### config.mk
export PLATFORM = sky130hd
export DESIGN_NAME = regfile_sb_flat
export DESIGN_NICKNAME = d
export VERILOG_FILES = /design/src/rtl/regfile_pkg.sv /design/src/rtl/regfile_sb_if.sv /design/src/rtl/regfile_sb_scoreboard.sv /design/src/rtl/regfile_sb.sv /design/src/flat_wrapper.sv
export SDC_FILE = /design/constraint.sdc
export NUM_CORES = 2
export LEC_CHECK = 0
export CAP_MARGIN = 20
export CELL_PAD_IN_SITES_DETAIL_PLACEMENT = 1
export CELL_PAD_IN_SITES_GLOBAL_PLACEMENT = 1
export CORE_ASPECT_RATIO = 1.4
export CORE_MARGIN = 2
export CORE_UTILIZATION = 25
export DETAILED_ROUTE_END_ITERATION = 6
export PLACE_DENSITY_LB_ADDON = 0.25
export SLEW_MARGIN = 20
export SYNTH_ARGS = -nofsm -noshare
export SYNTH_HDL_FRONTEND = slang
export SYNTH_SLANG_ARGS = --single-unit
export TNS_END_PERCENT = 30
### constraint.sdc
create_clock -name clk -period 9.3 [get_ports clk]
set_clock_uncertainty 0.15 [all_clocks]
set_input_delay 1.86 -clock clk [delete_from_list [all_inputs] [get_ports clk]]
set_output_delay 1.86 -clock clk [all_outputs]
set_load 0.01 [all_outputs]
### src/rtl/regfile_pkg.sv
// Shared constants for the decode-stage register file with scoreboard.
// Default widths, sweep FSM state encoding and the hardwired-zero address.
package regfile_pkg;

    localparam int DATA_W_DEF = 32;
    localparam int ADDR_W_DEF = 5;

    localparam logic ST_INIT = 1'b0;
    localparam logic ST_RUN  = 1'b1;

    localparam int REG_ZERO = 0;

    typedef enum logic {
        S_INIT = ST_INIT,
        S_RUN  = ST_RUN
    } state_e;

endpackage

### src/rtl/regfile_sb_if.sv
// Decode-side bundle of the register file: read, writeback and issue ports.
// master = decode/writeback/issue logic, slave = regfile_sb.
interface regfile_sb_if #(
    parameter int DATA_W = 32,
    parameter int ADDR_W = 5,
    parameter int NUM_RD = 2
);

    logic [NUM_RD*ADDR_W-1:0] rd_addr;
    logic [NUM_RD*DATA_W-1:0] rd_data;
    logic [NUM_RD-1:0]        rd_busy;
    logic                     wr_en;
    logic [ADDR_W-1:0]        wr_addr;
    logic [DATA_W-1:0]        wr_data;
    logic                     iss_en;
    logic [ADDR_W-1:0]        iss_addr;
    logic                     ready;

    modport master (
        output rd_addr, wr_en, wr_addr, wr_data, iss_en, iss_addr,
        input  rd_data, rd_busy, ready
    );

    modport slave (
        input  rd_addr, wr_en, wr_addr, wr_data, iss_en, iss_addr,
        output rd_data, rd_busy, ready
    );

endinterface

### src/rtl/regfile_sb_scoreboard.sv
// Pending-write (busy) bit per register; issue sets, writeback clears.
// Ports: clk, rst_n, set_en_i/set_addr_i, clr_en_i/clr_addr_i, busy_next_o.
module regfile_sb_scoreboard
    import regfile_pkg::*;
#(
    parameter int ADDR_W = ADDR_W_DEF,
    localparam int DEPTH = 1 << ADDR_W
) (
    input  logic              clk,
    input  logic              rst_n,
    input  logic              set_en_i,
    input  logic [ADDR_W-1:0] set_addr_i,
    input  logic              clr_en_i,
    input  logic [ADDR_W-1:0] clr_addr_i,
    output logic [DEPTH-1:0]  busy_next_o
);

    localparam logic [ADDR_W-1:0] ZERO_A = ADDR_W'(REG_ZERO);

    logic [DEPTH-1:0] busy_q;
    logic [DEPTH-1:0] set_mask;
    logic [DEPTH-1:0] clr_mask;

    // Set is OR-ed after the clear so a same-cycle reissue stays pending.
    always_comb begin
        set_mask = '0;
        clr_mask = '0;
        if (set_en_i && set_addr_i != ZERO_A)
            set_mask[set_addr_i] = 1'b1;
        if (clr_en_i && clr_addr_i != ZERO_A)
            clr_mask[clr_addr_i] = 1'b1;
        busy_next_o = (busy_q & ~clr_mask) | set_mask;
    end

    always_ff @(posedge clk) begin
        if (!rst_n)
            busy_q <= '0;
        else
            busy_q <= busy_next_o;
    end

endmodule

### src/rtl/regfile_sb.sv
// Register file: NUM_RD registered read ports, bypassed write, zero reg,
// busy scoreboard, post-reset clearing sweep. Ports: clk, rst_n, bus (slave).
module regfile_sb
    import regfile_pkg::*;
#(
    parameter int DATA_W = DATA_W_DEF,
    parameter int ADDR_W = ADDR_W_DEF,
    parameter int NUM_RD = 2
) (
    input  logic         clk,
    input  logic         rst_n,
    regfile_sb_if.slave  bus
);

    localparam int DEPTH = 1 << ADDR_W;
    localparam logic [ADDR_W-1:0] ZERO_A = ADDR_W'(REG_ZERO);

    state_e            state_q, state_d;
    logic [ADDR_W-1:0] cnt_q, cnt_d;
    logic              run;
    logic              mem_we;
    logic [ADDR_W-1:0] mem_wa;
    logic [DATA_W-1:0] mem_wd;
    logic [DEPTH-1:0]  busy_next;

    // No reset on the array; the INIT sweep clears it instead.
    logic [DATA_W-1:0] mem [DEPTH];

    assign run       = (state_q == S_RUN);
    assign bus.ready = run;

    always_ff @(posedge clk) begin
        if (!rst_n) begin
            state_q <= S_INIT;
            cnt_q   <= '0;
        end else begin
            state_q <= state_d;
            cnt_q   <= cnt_d;
        end
    end

    always_comb begin
        state_d = state_q;
        cnt_d   = cnt_q;
        mem_we  = 1'b0;
        mem_wa  = bus.wr_addr;
        mem_wd  = bus.wr_data;
        unique case (state_q)
            S_INIT: begin
                mem_we = 1'b1;
                mem_wa = cnt_q;
                mem_wd = '0;
                cnt_d  = cnt_q + ADDR_W'(1);
                if (&cnt_q)
                    state_d = S_RUN;
            end
            S_RUN: begin
                mem_we = bus.wr_en && bus.wr_addr != ZERO_A;
            end
            default: ;
        endcase
    end

    always_ff @(posedge clk) begin
        if (mem_we)
            mem[mem_wa] <= mem_wd;
    end

    regfile_sb_scoreboard #(
        .ADDR_W (ADDR_W)
    ) u_sb (
        .clk         (clk),
        .rst_n       (rst_n),
        .set_en_i    (run && bus.iss_en),
        .set_addr_i  (bus.iss_addr),
        .clr_en_i    (run && bus.wr_en),
        .clr_addr_i  (bus.wr_addr),
        .busy_next_o (busy_next)
    );

    for (genvar k = 0; k < NUM_RD; k++) begin : g_rd
        logic [ADDR_W-1:0] ra;
        logic [DATA_W-1:0] rd_d;
        logic [DATA_W-1:0] d_q;
        logic              b_q;

        assign ra = bus.rd_addr[k*ADDR_W +: ADDR_W];

        // Zero register wins over the bypass, bypass wins over the array.
        always_comb begin
            rd_d = mem[ra];
            if (bus.wr_en && bus.wr_addr == ra)
                rd_d = bus.wr_data;
            if (ra == ZERO_A)
                rd_d = '0;
        end

        always_ff @(posedge clk) begin
            if (!rst_n || !run) begin
                d_q <= '0;
                b_q <= 1'b0;
            end else begin
                d_q <= rd_d;
                b_q <= busy_next[ra];
            end
        end

        assign bus.rd_data[k*DATA_W +: DATA_W] = d_q;
        assign bus.rd_busy[k]                  = b_q;
    end

endmodule

### src/flat_wrapper.sv
// flat-port wrapper written by rule: the top's interface ports become plain ports
module regfile_sb_flat import regfile_pkg::*;
#(
    parameter int DATA_W = DATA_W_DEF,
    parameter int ADDR_W = ADDR_W_DEF,
    parameter int NUM_RD = 2
)
  (clk, rst_n, bus_rd_addr, bus_wr_en, bus_wr_addr, bus_wr_data, bus_iss_en, bus_iss_addr, bus_rd_data, bus_rd_busy, bus_ready);
  regfile_sb_if #(.DATA_W(DATA_W), .ADDR_W(ADDR_W), .NUM_RD(NUM_RD)) bus_i ();
  input  logic clk;
  input  logic rst_n;
  input wire logic [$bits(bus_i.rd_addr)-1:0] bus_rd_addr;
  input wire logic [$bits(bus_i.wr_en)-1:0] bus_wr_en;
  input wire logic [$bits(bus_i.wr_addr)-1:0] bus_wr_addr;
  input wire logic [$bits(bus_i.wr_data)-1:0] bus_wr_data;
  input wire logic [$bits(bus_i.iss_en)-1:0] bus_iss_en;
  input wire logic [$bits(bus_i.iss_addr)-1:0] bus_iss_addr;
  output wire logic [$bits(bus_i.rd_data)-1:0] bus_rd_data;
  output wire logic [$bits(bus_i.rd_busy)-1:0] bus_rd_busy;
  output wire logic [$bits(bus_i.ready)-1:0] bus_ready;
  assign bus_i.rd_addr = bus_rd_addr;
  assign bus_i.wr_en = bus_wr_en;
  assign bus_i.wr_addr = bus_wr_addr;
  assign bus_i.wr_data = bus_wr_data;
  assign bus_i.iss_en = bus_iss_en;
  assign bus_i.iss_addr = bus_iss_addr;
  assign bus_rd_data = bus_i.rd_data;
  assign bus_rd_busy = bus_i.rd_busy;
  assign bus_ready = bus_i.ready;
  regfile_sb #(.DATA_W(DATA_W), .ADDR_W(ADDR_W), .NUM_RD(NUM_RD)) u_core (.clk(clk), .rst_n(rst_n), .bus(bus_i));
endmodule
==> results by group <==
Synthesis
  • Seq/Total Area, Yosys: 0.6235
  • Largest family of logic cells by synthesized area: multiplexers
  • Post-synth top area cell: edfxtp_1
  • Simple-gate portion of the synthesized area: 0.03628
  • Commonest cells post-synth: edfxtp_1 (1024), mux2i_1 (520), mux4_2 (258)
  • Async SR Flop Fraction: 0
  • Seq cells post-synth: 1128
  • Mux contribution to synthesized area: 0.2101
  • Syn_nets: 3415
  • Yosys warning total: 0
  • XOR/XNOR share of the synthesized area: 0.002162
  • Dominant synthesized flop cell: edfxtp_1
  • Area share of fa/ha/maj cells after synthesis: 0.0004752
  • Synthesized area: between 0.05 and 0.06 mm^2
  • EDFF count, synth: 1024
  • Post-synthesis cell type count: 58
  • Most numerous cell in the Yosys netlist: edfxtp_1
  • Post-synthesis compound-gate area fraction: 0.1040
  • Avg Inst Size Synth: 15.69 um^2
  • Area contributors post-synth: edfxtp_1 (58%), mux4_2 (11%), mux2i_1 (9.9%)
  • Syn Inst Count: 3357
  • Synth top area share: 0.5839

Die
  • Core Area: 0.2096 mm^2
  • IO Pins: 123
  • Num rows: about 200
  • Die area: approximately 0.21 mm^2
  • Initial core utilization: 0.2512
  • Die Wd: 391.9 um
  • DIE HEIGHT: approximately 550 um

Drt
  • Vias per std cell: 5.359
  • Total number of vias: 34020
  • Antenna Nets Post-Route: 0
  • DR WL/cell: 32.62 um
  • DRT Pass-1 Iters: 5
  • Post-Route WL: slightly above 200000 um
  • DR iter-0 viols: 3019
  • DRC Markers: 0

Timing
  • Fin crit period: 5.533 ns
  • Rel. slew slack: 0.1874
  • Peak Freq: 180.7 MHz
  • Slew @ Worst Pin: 1.216 ns
  • Fin crit share: 0.5950
  • Final TNS setup: 0 ns
  • Hold Vio Cnt, Final: 0
  • Setup-failing EPs final: 0
  • RSZ-0062 raised after global routing: no
  • Slew Viols, Final: 0
  • WHS: 0.3476 ns

Finish
  • Synth-to-Final Area Change: 16.91%
  • Final core utilization: 0.2936
  • Fillers: 22050
  • Share of cells above drive strength 1: 0.1775
  • Final instance area: 0.06156 mm^2
  • Nets: 3489
  • Fin cells: approximately 6300

Power
  • Max rail drop VDD: 153.6 uV
  • Pwr dens: 185.8 mW/mm^2
  • LEAKAGE: 20.46 nW

Setup path
  • Worst stage delay on the critical path: 1.19 ns
  • CP required: 9.53 ns
  • CP Cell Sequence: clkdlybuf4s50_1 -> or3_1 -> o31ai_1 -> nand2_1 -> nand3b_1 -> nor2_4 -> buf_4
  • Setup CP Type: in -> reg
  • Crit path buffers/inverters: 2
  • Critical path arrival: ~5.8 ns
  • CP endpoint kind: flop
  • Worst setup SP type: input pin
  • Delay-heaviest family, CP: simple AND/OR/NAND/NOR gates
  • Slowest CP cell: nor2_4
  • Worst-path maximum fanout: 17

CTS
  • Clock buffer depth: 3
  • Number of CTS-inserted buffers: roughly 120
  • Post-CTS sizing: 0
  • Clock sink count: 1128
  • TritonCTS clock tree: yes
  • Post-CTS repair timing setup buffer count: 0
  • Clock Root Buffer: clkbuf_16
  • Hold_buf cts: 0
  • Worst-path clk slew: 0.06 ns
  • Worst-Skew Late Latency: ~0.77 ns
  • H-Tree Depth: 3

Global route
  • Vias in the first global route: 35930
  • Largest net degree at the start of global routing: 129
  • Initial antenna violation count: 11
  • First-pass GRT wire length: about 290000 um
  • GRT Overall Usage: 0.1896
  • Aggregate global routing overflow: 0

Worst hold path
  • Min-Delay Path Class: reg -> reg

Flow run
  • Max cap viols: 0

Run status
  • Status: finished clean

Placement
  • Placement Cell Area: 0.05748 mm^2
  • GP Congestion: 0.7862
  • PortBufs: 122
  • HPWL after detailed placement: roughly 120000 um
  • DP Cell Count: 6126
[placed cells by master (no fill, tap or decap), drive strengths merged, types with 4 or more instances in the layout]
| master | count |
|---|---|
| nand2 | 139 |
| nand4b | 5 |
| bufinv | 19 |
| xnor2 | 13 |
| clkbuf | 159 |
| clkinv | 36 |
| nand3b | 11 |
| nor4 | 4 |
| o32ai | 4 |
| a21o | 4 |
| nor2b | 17 |
| and2 | 40 |
| clkdlybuf4s50 | 114 |
| a21oi | 64 |
| nand2b | 4 |
| buf | 121 |
| o21a | 42 |
| mux4 | 258 |
| a221oi | 256 |
| a211oi | 4 |
| edfxtp | 1024 |
| nor2 | 63 |
| clkinvlp | 4 |
| mux2i | 521 |
| o21ai | 155 |
| inv | 10 |
| or3b | 6 |
| o211ai | 66 |
| o221ai | 4 |
| nand3 | 73 |
| nor3 | 14 |
| dfxtp | 104 |
| o21bai | 4 |
| a22oi | 128 |
[power by group]
part	total [mW]	switching, mW	leakage [nW]	internal, mW
combinational	0.852	0.576	7.39	0.276
sequential	5.53	0.0236	11.1	5.51
clock	5.06	2.12	1.97	2.93
total	11.4	2.72	20.5	8.71
[routing by layer]
layer	GRT usage	share of wire	routed length, um
met5	0	0.00013	27
met2	0.3161	0.48	100000
met1	0.2545	0.44	90320
met3	0.02731	0.055	11330
met4	0.05636	0.026	5406
[area by class of cell]
cell class | count | area [um^2] | share of cell area
Clock inverter | 63 | 869.6 | 0.01413
Multi-Input combinational cell | 1942 | 18900 | 0.3070
Clock buffer | 157 | 3188 | 0.05179
Timing Repair Buffer | 237 | 2217 | 0.03601
Tap cell | 2814 | 3521 | 0.05719
Inverter | 6 | 32.53 | 0.0005284
Antenna cell | 1 | 2.502 | 0.00004065
Sequential cell | 1128 | 32830 | 0.5333
[flip-flops by register name, summed over array words and instances (netlist names)]
register / count
u_core.g_rd.b_q: 2
u_core.g_rd.d_q: 64
u_core.cnt_q: 5
u_core.u_sb.busy_q: 32
u_core.bus.ready: 1
u_core.mem: 1024
[kinds of logic (layout without fill, tap and decap cells)]
logic type | after synthesis | in the layout
muxes | 782 | 782
DFF | 1128 | 1128
other | 0 | 1
adders and majority gates | 2 | 2
xor gates and xnor gates | 13 | 13
AOI/OAI and AO/OA | 755 | 755
buffers and inverters | 287 | 463
and+or+nand+nor | 390 | 390
[per-stage QoR]
stage / power, mW / setup WS (ns)
floorplan: 6.132 / 4.698
global route: 11.76 / 3.721
detailed placement: 6.493 / 2.987
CTS: 11.55 / 3.790
global placement: 6.488 / 3.033
finish: 11.44 / 3.767
[path summary, 6_finish.rpt]
path | start | to | slack, ns | cells after the start
min | u_core.u_sb.busy_q[0] | u_core.u_sb.busy_q[0] | 0.35 | 1
max reg2reg | u_core.bus.ready | u_core.mem[22][21] | 4.64 | 4
min reg2reg | u_core.u_sb.busy_q[0] | u_core.u_sb.busy_q[0] | 0.35 | 1
max | bus_wr_addr[2] | u_core.mem[22][21] | 3.77 | 7
Note: power is estimated with default switching activity, not from simulation.
